$ cat src/rtl/mem_port_arbiter_if.sv
// rtl/mem_port_arbiter_if.sv - requester and memory signal bundle for mem_port_arbiter
//
// Purpose: groups the IF read port, the DU read/write port, the unified memory
// port and the busy flag so the arbiter takes a single bus port.
// Ports (interface signals):
//    if_req/if_addr          IF read request and address
//    if_rdata/if_ack         IF registered read data and completion pulse
//    du_req/du_we/du_addr/du_wdata   DU request, direction, address, write data
//    du_rdata/du_ack         DU registered read data and completion pulse
//    mem_we/mem_addr/mem_wdata       unified memory write enable, address, data
//    mem_rdata               unified memory combinational read data
//    busy                    high while an access is granted
// Modports: slave = arbiter side, master = requesters plus memory side.
interface mem_port_arbiter_if #(
   parameter int ADDR_W = 8,
   parameter int DATA_W = 16
);
   logic              if_req;
   logic [ADDR_W-1:0] if_addr;
   logic [DATA_W-1:0] if_rdata;
   logic              if_ack;
   logic              du_req;
   logic              du_we;
   logic [ADDR_W-1:0] du_addr;
   logic [DATA_W-1:0] du_wdata;
   logic [DATA_W-1:0] du_rdata;
   logic              du_ack;
   logic              mem_we;
   logic [ADDR_W-1:0] mem_addr;
   logic [DATA_W-1:0] mem_wdata;
   logic [DATA_W-1:0] mem_rdata;
   logic              busy;

   modport slave (
      input  if_req, if_addr, du_req, du_we, du_addr, du_wdata, mem_rdata,
      output if_rdata, if_ack, du_rdata, du_ack, mem_we, mem_addr, mem_wdata, busy
   );

   modport master (
      output if_req, if_addr, du_req, du_we, du_addr, du_wdata, mem_rdata,
      input  if_rdata, if_ack, du_rdata, du_ack, mem_we, mem_addr, mem_wdata, busy
   );
endinterface

$ cat src/rtl/mem_port_arbiter.sv
// rtl/mem_port_arbiter.sv - two-requester arbiter for the single-port unified memory
//
// Purpose: grants the instruction fetch unit (IF) and the load/store unit (DU)
// one memory access per two-cycle slot. A request seen in IDLE is latched,
// the memory is driven for one GRANT cycle, and a one-cycle ack carries the
// registered read data back to the requester.
// Ports:
//    clk_i   system clock, rising edge
//    rst_i   asynchronous active-high reset
//    bus     mem_port_arbiter_if.slave: IF port, DU port, memory port, busy
// Parameters:
//    ADDR_W     memory address width
//    DATA_W     memory word width
//    FIXED_PRI  0 = round-robin on ties, 1 = DU always wins ties
module mem_port_arbiter #(
   parameter int ADDR_W    = 8,
   parameter int DATA_W    = 16,
   parameter int FIXED_PRI = 0
) (
   input  logic                clk_i,
   input  logic                rst_i,
   mem_port_arbiter_if.slave   bus
);

   typedef enum logic [2:0] {
      ST_IDLE     = 3'b001,
      ST_GRANT_IF = 3'b010,
      ST_GRANT_DU = 3'b100
   } state_t;

   state_t            state_q, state_d;
   logic              last_du_q, last_du_d;
   logic [ADDR_W-1:0] addr_q, addr_d;
   logic              we_q, we_d;
   logic [DATA_W-1:0] wdata_q, wdata_d;
   logic [DATA_W-1:0] if_rdata_q, if_rdata_d;
   logic              if_ack_q, if_ack_d;
   logic [DATA_W-1:0] du_rdata_q, du_rdata_d;
   logic              du_ack_q, du_ack_d;

   logic              mem_we;
   logic [ADDR_W-1:0] mem_addr;
   logic [DATA_W-1:0] mem_wdata;
   logic              busy;

   // A requester whose ack is high this cycle is still holding req from the
   // access just completed, so it is not a new request yet.
   logic if_elig, du_elig, pick_du;
   assign if_elig = bus.if_req && !if_ack_q;
   assign du_elig = bus.du_req && !du_ack_q;
   assign pick_du = du_elig && (!if_elig || (FIXED_PRI != 0) || !last_du_q);

   always_ff @(posedge clk_i or posedge rst_i) begin
      if (rst_i) begin
         state_q    <= ST_IDLE;
         last_du_q  <= 1'b1;
         addr_q     <= '0;
         we_q       <= 1'b0;
         wdata_q    <= '0;
         if_rdata_q <= '0;
         if_ack_q   <= 1'b0;
         du_rdata_q <= '0;
         du_ack_q   <= 1'b0;
      end else begin
         state_q    <= state_d;
         last_du_q  <= last_du_d;
         addr_q     <= addr_d;
         we_q       <= we_d;
         wdata_q    <= wdata_d;
         if_rdata_q <= if_rdata_d;
         if_ack_q   <= if_ack_d;
         du_rdata_q <= du_rdata_d;
         du_ack_q   <= du_ack_d;
      end
   end

   always_comb begin
      state_d    = state_q;
      last_du_d  = last_du_q;
      addr_d     = addr_q;
      we_d       = we_q;
      wdata_d    = wdata_q;
      if_rdata_d = if_rdata_q;
      du_rdata_d = du_rdata_q;
      if_ack_d   = 1'b0;
      du_ack_d   = 1'b0;
      mem_we     = 1'b0;
      mem_addr   = '0;
      mem_wdata  = '0;
      busy       = 1'b0;

      unique case (state_q)
         ST_IDLE: begin
            if (pick_du) begin
               state_d = ST_GRANT_DU;
               addr_d  = bus.du_addr;
               we_d    = bus.du_we;
               wdata_d = bus.du_wdata;
            end else if (if_elig) begin
               state_d = ST_GRANT_IF;
               addr_d  = bus.if_addr;
               we_d    = 1'b0;
               wdata_d = '0;
            end
         end
         ST_GRANT_IF: begin
            busy       = 1'b1;
            mem_addr   = addr_q;
            if_rdata_d = bus.mem_rdata;
            if_ack_d   = 1'b1;
            last_du_d  = 1'b0;
            state_d    = ST_IDLE;
         end
         ST_GRANT_DU: begin
            busy      = 1'b1;
            mem_addr  = addr_q;
            mem_wdata = wdata_q;
            mem_we    = we_q;
            if (!we_q) begin
               du_rdata_d = bus.mem_rdata;
            end
            du_ack_d  = 1'b1;
            last_du_d = 1'b1;
            state_d   = ST_IDLE;
         end
         default: begin
            state_d = ST_IDLE;
         end
      endcase
   end

   assign bus.if_rdata  = if_rdata_q;
   assign bus.if_ack    = if_ack_q;
   assign bus.du_rdata  = du_rdata_q;
   assign bus.du_ack    = du_ack_q;
   assign bus.mem_we    = mem_we;
   assign bus.mem_addr  = mem_addr;
   assign bus.mem_wdata = mem_wdata;
   assign bus.busy      = busy;

endmodule

$ cat src/flat_wrapper.sv
// flat-port wrapper written by rule: the top's interface ports become plain ports
module mem_port_arbiter_flat 
#(
   parameter int ADDR_W    = 8,
   parameter int DATA_W    = 16,
   parameter int FIXED_PRI = 0
)
  (clk_i, rst_i, bus_if_req, bus_if_addr, bus_du_req, bus_du_we, bus_du_addr, bus_du_wdata, bus_mem_rdata, bus_if_rdata, bus_if_ack, bus_du_rdata, bus_du_ack, bus_mem_we, bus_mem_addr, bus_mem_wdata, bus_busy);
  mem_port_arbiter_if #(.ADDR_W(ADDR_W), .DATA_W(DATA_W)) bus_i ();
  input  logic clk_i;
  input  logic rst_i;
  input wire logic [$bits(bus_i.if_req)-1:0] bus_if_req;
  input wire logic [$bits(bus_i.if_addr)-1:0] bus_if_addr;
  input wire logic [$bits(bus_i.du_req)-1:0] bus_du_req;
  input wire logic [$bits(bus_i.du_we)-1:0] bus_du_we;
  input wire logic [$bits(bus_i.du_addr)-1:0] bus_du_addr;
  input wire logic [$bits(bus_i.du_wdata)-1:0] bus_du_wdata;
  input wire logic [$bits(bus_i.mem_rdata)-1:0] bus_mem_rdata;
  output wire logic [$bits(bus_i.if_rdata)-1:0] bus_if_rdata;
  output wire logic [$bits(bus_i.if_ack)-1:0] bus_if_ack;
  output wire logic [$bits(bus_i.du_rdata)-1:0] bus_du_rdata;
  output wire logic [$bits(bus_i.du_ack)-1:0] bus_du_ack;
  output wire logic [$bits(bus_i.mem_we)-1:0] bus_mem_we;
  output wire logic [$bits(bus_i.mem_addr)-1:0] bus_mem_addr;
  output wire logic [$bits(bus_i.mem_wdata)-1:0] bus_mem_wdata;
  output wire logic [$bits(bus_i.busy)-1:0] bus_busy;
  assign bus_i.if_req = bus_if_req;
  assign bus_i.if_addr = bus_if_addr;
  assign bus_i.du_req = bus_du_req;
  assign bus_i.du_we = bus_du_we;
  assign bus_i.du_addr = bus_du_addr;
  assign bus_i.du_wdata = bus_du_wdata;
  assign bus_i.mem_rdata = bus_mem_rdata;
  assign bus_if_rdata = bus_i.if_rdata;
  assign bus_if_ack = bus_i.if_ack;
  assign bus_du_rdata = bus_i.du_rdata;
  assign bus_du_ack = bus_i.du_ack;
  assign bus_mem_we = bus_i.mem_we;
  assign bus_mem_addr = bus_i.mem_addr;
  assign bus_mem_wdata = bus_i.mem_wdata;
  assign bus_busy = bus_i.busy;
  mem_port_arbiter #(.ADDR_W(ADDR_W), .DATA_W(DATA_W), .FIXED_PRI(FIXED_PRI)) u_core (.clk_i(clk_i), .rst_i(rst_i), .bus(bus_i));
endmodule
$ cat config.mk
export PLATFORM = sky130hd
export DESIGN_NAME = mem_port_arbiter_flat
export DESIGN_NICKNAME = d
export VERILOG_FILES = /design/src/rtl/mem_port_arbiter_if.sv /design/src/rtl/mem_port_arbiter.sv /design/src/flat_wrapper.sv
export SDC_FILE = /design/constraint.sdc
export NUM_CORES = 1
export LEC_CHECK = 0
export CORE_MARGIN = 5
export CORE_UTILIZATION = 38
export CTS_BUF_LIST = sky130_fd_sc_hd__clkbuf_4 sky130_fd_sc_hd__clkbuf_8 sky130_fd_sc_hd__clkbuf_16
export CTS_CLUSTER_SIZE = 10
export DETAILED_ROUTE_END_ITERATION = 8
export PLACE_DENSITY_LB_ADDON = 0.15
export REMOVE_ABC_BUFFERS = 1
export SLEW_MARGIN = 20
export SYNTH_ARGS = -nofsm -noshare
export SYNTH_HDL_FRONTEND = slang
export SYNTH_SLANG_ARGS = --single-unit
$ cat constraint.sdc
create_clock -name clk_i -period 1.83 [get_ports clk_i]
set_input_delay 0.366 -clock clk_i [delete_from_list [all_inputs] [get_ports clk_i]]
set_output_delay 0.366 -clock clk_i [all_outputs]
set_load 0.02 [all_outputs]
==> impl_metrics.py, run 1 <==
metrics = {
    "synthesis": {
        "synth_fa_ha_area_share_pct": 0,
        "seq_area_frac_synth_pct": 61.95,
        "synth_top_family_by_area": "multiplexers",
        "syn_inst": 185,
        "synthMuxAreaShare_pct": 17.28,
        "yosys_warnings": 0,
        "synthTopCellsByArea": "dfrtp_1, mux2_2, and2_1",
        "synth-simple-area-share_pct": 9.966,
        "synth.avg_cell_area_um2": 13.78,
        "synth_compound_area_share_pct": 8.787,
        "syn_area_um2": 2549,
        "yosysTopAreaCell": "dfrtp_1",
        "synth-xor-area-share_pct": 0,
        "synth_top_area_share_pct": 59.89,
        "ys_types": 21,
        "ys_ff_latch": 63,
    },
    "drt": {
        "viasPerCell": 4.783,
        "drtIter0Drc": 40,
        "wl_per_cell_um": 16.08,
        "drcViolationCount": 0,
        "wl_mm": 6.529,
        "ant_nets": 0,
        "num_vias": 1942,
        "first_pass_iters": 4,
    },
    "setup_path": {
        "worst_ep_required_time_ns": 1.46,
        "crit_buf_inv": 3,
        "cp.arrival_ns": 1.50,
        "critPathMaxStageDelay_ns": 0.42,
        "rr_startpoint": "u_core.state_q[1]",
        "critPathMaxFanout": 5,
        "critPathKind": "flop to output pin",
        "cp_common_cell": "buf_6",
        "crit_family": "flip-flops",
        "startpoint_type": "flop",
        "end_kind": "output pin",
        "crit_chain": "buf_6 > nand2b_4 > a21oi_4 > buf_6 > and2_4 > buf_6",
        "reg2reg_slack_ns": 0.11,
        "critPathSlowestCell": "dfrtp_1",
        "rr_worst_depth": 6,
        "timing.rr.end": "u_core.bus.du_rdata[4]",
    },
    "run_status": {
        "violations": "negative setup slack",
        "outcome": "finished with violations",
    },
    "grt": {
        "grt_start_max_net_pins": 29,
        "grt_overflow": 0,
        "grt_pass1_wl_mm": 10.70,
        "first_global_vias": 2132,
        "antenna_found_initial": 0,
        "track_usage_pct": 16.08,
    },
    "power_and_ir_drop": {
        "leakagePower_nw": 1.924,
        "irDropWorstVdd_uv": 865.8,
        "power.total_w": 0.006952,
        "p_per_area_nw_per_um2": 1614,
    },
    "timing": {
        "final_hold_viol_count": 0,
        "final-setup-viol-count": 15,
        "rsz0062_at_grt": "yes",
        "finClkSkew_ns": 0.005805,
        "layout_setup_ws_ns": -0.03758,
        "drv_slew": 0,
        "slew_headroom_pct": 74.39,
        "worstMarginPinSlew_ns": 0.3835,
        "fin_crit_ns": 1.868,
        "period_share_pct": 102.1,
        "whs_ns": 0.3343,
        "max_clock_freq_ghz": 0.5355,
        "tns_ns": -0.2681,
    },
    "clocking": {
        "cts_tree": "built",
        "clock-sinks": 63,
        "hold_buffers": 0,
        "cts_made_buffers": 9,
        "clk_latency_ns": 0.34,
        "clk_pin_slew_worst_paths_ns": 0.07,
        "htree_num_levels": 3,
        "cts_buffer_depth": 2,
        "ctsRootBufferMaster": "clkbuf_8",
    },
    "die": {
        "die_y_um": 91.90,
        "start_util_pct": 39.68,
        "dieArea_um2": 8445,
        "die_w_um": 91.90,
        "fp-row-count": 29,
        "design.core.area_um2": 6422,
        "io_pins": 113,
    },
    "place": {
        "port_buffers": 112,
        "place_congestion": 0.7343,
        "dp_hpwl_mm": 4.704,
        "placed_area_um2": 3906,
    },
    "cells_and_area": {
        "fin_nets": 377,
        "final_common_cell": "clkdlybuf4s50_1",
        "area_growth_pct": 69.02,
        "num-fill-cells": 508,
        "fin_util_pct": 67.08,
        "diodes": 0,
        "layout_common_cells": "clkdlybuf4s50_1, dfrtp_1, mux2_2",
        "final_area_um2": 4308,
        "drive_gt1_share_pct": 38.60,
    },
    "hold_path": {
        "min_path_type": "primary input to async pin",
    },
    "run": {
        "drv_cap": 0,
    },
}
-- cell families (layout without fill, tap and decap cells) --
group | Yosys count | after routing
DFF | 63 | 63
muxes | 40 | 40
and+or+nand+nor | 43 | 43
buffers and inverters | 10 | 154
AOI/OAI and AO/OA | 29 | 29
-- repair_timing --
action                                  in CTS  in global routing
gates cloned                                 1                  0
gates resized for setup                    158                 27
endpoints found under the setup margin      26                 25
pin swaps                                    6                 10
setup buffers                                4                  1
-- synthesized netlist by cell type --
cell and instances:
dfrtp_1 61, mux2_2 32, and2_1 25, a22o_1 17, nor2_1 10, a21oi_1 9, mux2i_1 8, buf_2 5
nand2b_1 4, dfstp_2 2, inv_1 2, a21oi_4 1, buf_6 1, clkbuf_1 1, inv_2 1, nor2_2 1
nor3_2 1, nor3b_1 1, o21bai_1 1, o22ai_1 1, or3b_4 1
-- worst max-delay path by stage --
stage                        endpoint              start  depth (start not counted)
floorplan           u_core.wdata_q[0]  u_core.bus.if_ack                          4
global placement     bus_mem_wdata[3]  u_core.state_q[1]                          5
detailed placement   bus_mem_wdata[0]  u_core.state_q[1]                          5
CTS                   bus_mem_addr[0]  u_core.state_q[2]                          6
global route          bus_mem_addr[0]  u_core.state_q[1]                          6
finish                bus_mem_addr[0]  u_core.state_q[1]                          6
-- per-layer routing --
metal / global-route usage (%) / up-vias / routed length [um]
met2: 26.34 / 70 / 3132
met4: 6.683 / 0 / 110
met1: 19.07 / 937 / 2717
met3: 6.056 / 9 / 568
li1: - / 926 / -
met5: 0 / - / 0
-- report_power, final --
part / internal (W) / total (W) / switching (W)
Clock: 0.000838 / 0.00138 / 0.000538
Combinational: 0.00175 / 0.00320 / 0.00145
Sequential: 0.00203 / 0.00237 / 0.000341
Total: 0.00462 / 0.00695 / 0.00233
-- final cells by class --
cell class	count	area, um2	share of cell area, %
clock buffers	11	151.4	3.514
clock inverters	5	80.08	1.859
inverters	3	11.26	0.2614
multi-input cells	112	997.2	23.15
flip-flops and latches	63	1579	36.65
well taps	77	96.34	2.236
repair buffers	135	1393	32.33
-- state kept, by name, indices dropped and copies added (netlist names) --
register / flops
u_core.last_du_q: 1
u_core.addr_q: 8
u_core.bus.du_rdata: 16
u_core.state_q: 3
u_core.bus.if_rdata: 16
u_core.we_q: 1
u_core.bus.du_ack: 1
u_core.wdata_q: 16
u_core.bus.if_ack: 1
-- metrics by stage --
step	setup slack, ns	instances
after floorplan	-0.1424	178
after global routing	-0.07796	406
after global placement	-0.1250	384
after detailed placement	-0.1755	384
final	-0.03758	406
after CTS	-0.04331	405
(Power assumes the default switching activity.)
==> run 2, diff against run 1 <==
Settings changed: CTS_CLUSTER_DIAMETER set to 80.
==> results of run 2 <==
The final DEF is identical to that of run 1; final timing and power are the same.
==> run 3, diff against run 2 <==
Settings changed: CELL_PAD_IN_SITES_DETAIL_PLACEMENT set to 1, CELL_PAD_IN_SITES_GLOBAL_PLACEMENT set to 1, CORE_UTILIZATION 38 to 30, CTS_BUF_LIST sky130_fd_sc_hd__clkbuf_4 sky130_fd_sc_hd__clkbuf_8 sky130_fd_sc_hd__clkbuf_16 to sky130_fd_sc_hd__clkbuf_8.
==> run 3 against run 2 <==
  * Die area increased by 24%
  * Largest power group unchanged
  * First-iteration DRC count up 2.5%
  * Non-clock buffer count increased by 8
  * Combinational power is 14% higher
  * Critical endpoint is now bus_mem_addr[6]
  * Worst setup slack got worse by 0.016 ns
  * Sequential cell count did not move
  * Power rose by 1.4%
  * The run still ends with negative setup slack left
  * Register-to-register slack worse by 0.14 ns
  * Core utilization down 14 points
  * Sequential share of layout area is 0.72 points lower
  * Sequential power barely moved
==> impl_metrics.py, run 3 (same netlist as run 1, synthesis figures left out) <==
metrics = {
    "run_status": {
        "outcome": "finished with violations",
        "violations": "negative setup slack",
    },
    "clocking": {
        "clk_latency_ns": 0.33,
        "clock-sinks": 63,
        "cts_buffer_depth": 2,
        "cts_tree": "built",
        "ctsRootBufferMaster": "clkbuf_8",
        "cts_made_buffers": 9,
        "clk_pin_slew_worst_paths_ns": 0.07,
        "htree_num_levels": 3,
    },
    "place": {
        "placed_area_um2": 3921,
        "port_buffers": 112,
        "dp_hpwl_mm": 5.001,
        "place_congestion": 0.7053,
        "place_ws_ns": -0.1786,
    },
    "die": {
        "die_w_um": 102.2,
        "fp-row-count": 33,
        "start_util_pct": 30.86,
        "dieArea_um2": 10440,
        "design.core.area_um2": 8258,
        "io_pins": 113,
        "die_y_um": 102.2,
    },
    "setup_path": {
        "path_depth": 5,
        "startpoint_type": "flop",
        "crit_family": "flip-flops",
        "end_kind": "output pin",
        "cp-endpoint": "bus_mem_addr[6]",
        "crit_chain": "nand2b_4 > a21oi_4 > buf_6 > and2_4 > buf_6",
        "cp.arrival_ns": 1.52,
        "critPathMaxStageDelay_ns": 0.42,
        "critPathKind": "flop to output pin",
        "timing.rr.end": "u_core.wdata_q[4]",
        "rr_worst_depth": 5,
        "crit_buf_inv": 2,
        "reg2reg_slack_ns": -0.03,
        "startpoint": "u_core.state_q[2]",
        "rr_startpoint": "u_core.state_q[0]",
        "cp_common_cell": "buf_6",
        "critPathSlowestCell": "dfrtp_1",
        "critPathMaxFanout": 5,
        "worst_ep_required_time_ns": 1.46,
    },
    "grt": {
        "antenna_found_initial": 0,
        "grt_overflow": 0,
        "grt_start_max_net_pins": 64,
        "grt_pass1_wl_mm": 11.50,
        "track_usage_pct": 14.60,
        "first_global_vias": 2274,
    },
    "drt": {
        "wl_per_cell_um": 17.16,
        "viasPerCell": 4.619,
        "drcViolationCount": 0,
        "ant_nets": 0,
        "num_vias": 2046,
        "wl_mm": 7.603,
        "drtIter0Drc": 41,
        "first_pass_iters": 4,
    },
    "cells_and_area": {
        "final_area_um2": 4394,
        "diodes": 0,
        "fin_nets": 387,
        "layout_common_cells": "clkdlybuf4s50_1, dfrtp_1, mux2_2",
        "area_growth_pct": 72.41,
        "num-fill-cells": 851,
        "final_common_cell": "clkdlybuf4s50_1",
        "drive_gt1_share_pct": 40.53,
    },
    "timing": {
        "finClkSkew_ns": 0.008920,
        "rsz0062_at_grt": "yes",
        "worstMarginPinSlew_ns": 0.3400,
        "period_share_pct": 102.9,
        "slew_headroom_pct": 77.33,
        "drv_slew": 0,
        "fin_crit_ns": 1.884,
        "final_hold_viol_count": 0,
        "final-setup-viol-count": 35,
        "max_clock_freq_ghz": 0.5309,
        "layout_setup_ws_ns": -0.05351,
    },
    "hold_path": {
        "min_path_type": "primary input to async pin",
    },
    "power_and_ir_drop": {
        "leakagePower_nw": 1.963,
        "irDropWorstVdd_uv": 830.9,
        "p_per_area_nw_per_um2": 1604,
    },
    "run": {
        "drv_cap": 0,
    },
}
[run 3: routing by layer]
layer / part of all wire (%) / GRT usage, % / wire [um]
met3: 11 / 7.918 / 807
met5: 0 / 0 / 0
met1: 38 / 15.47 / 2886
met2: 50 / 24.69 / 3830
met4: 1.0 / 5.146 / 78
[run 3: layout make-up]
cell class	instances	area, um2	area share, %
clock inverters	5	26.28	0.5980
repair buffers	143	1483	33.74
clock buffers	10	137.6	3.132
multi-input cells	112	1008	22.95
flip-flops and latches	63	1579	35.93
inverters	3	18.77	0.4271
well taps	105	131.4	2.990
repair inverters	2	10.01	0.2278
[run 3: what timing repair did]
action / 4_1_cts / 5_1_grt
buffers inserted: 3 / 12
gates cloned: 2 / 3
pin swaps: 1 / 15
hold buffers: 0 / 0
hold endpoints to repair: 0 / 0
resized for setup: 157 / 36
endpoints found under the setup margin: 26 / 51
[run 3: worst reg2reg max path, stage by stage (launching register included)]
cell and delay, ns:
dfstp_2 0.56, buf_6 0.10, or3b_4 0.39, a21oi_4 0.22, clkinv_2 0.20, a22o_1 0.27
[run 3: power breakdown]
| part | total, W | switching [W] | leakage (nW) | internal [W] |
|---|---|---|---|---|
| Clock | 0.00103 | 0.000523 | 0.0891 | 0.000508 |
| Sequential | 0.00236 | 0.000327 | 0.774 | 0.00203 |
| Combinational | 0.00366 | 0.00165 | 1.10 | 0.00202 |
| Total | 0.00705 | 0.00250 | 1.96 | 0.00455 |
[run 3: worst min-delay path by stage]
stage | from | end | slack, ns | cells after the start
finish | rst_i | u_core.wdata_q[14] | 0.42 | 3
floorplan | u_core.last_du_q | u_core.last_du_q | 0.46 | 2
global route | rst_i | u_core.wdata_q[11] | 0.45 | 3
global placement | u_core.wdata_q[1] | u_core.wdata_q[1] | 0.48 | 1
detailed placement | u_core.last_du_q | u_core.last_du_q | 0.48 | 2
CTS | rst_i | u_core.wdata_q[11] | 0.42 | 3
[run 3: metrics by stage]
| stage | std cells | hold WS [ns] | TNS, ns | power [W] | util (%) |
|---|---|---|---|---|---|
| floorplan | 178 | 0.4564 | -8.670 | 0.003893 | - |
| finish | 443 | 0.4249 | -0.8092 | 0.007050 | 53.21 |
| detailed placement | 408 | 0.4785 | -3.715 | 0.005434 | 47.48 |
| global route | 443 | 0.4488 | -3.682 | 0.007487 | 53.21 |
| CTS | 428 | 0.4190 | -0.4674 | 0.006675 | 50.38 |
| global placement | 408 | 0.4797 | -2.987 | 0.005368 | 47.48 |
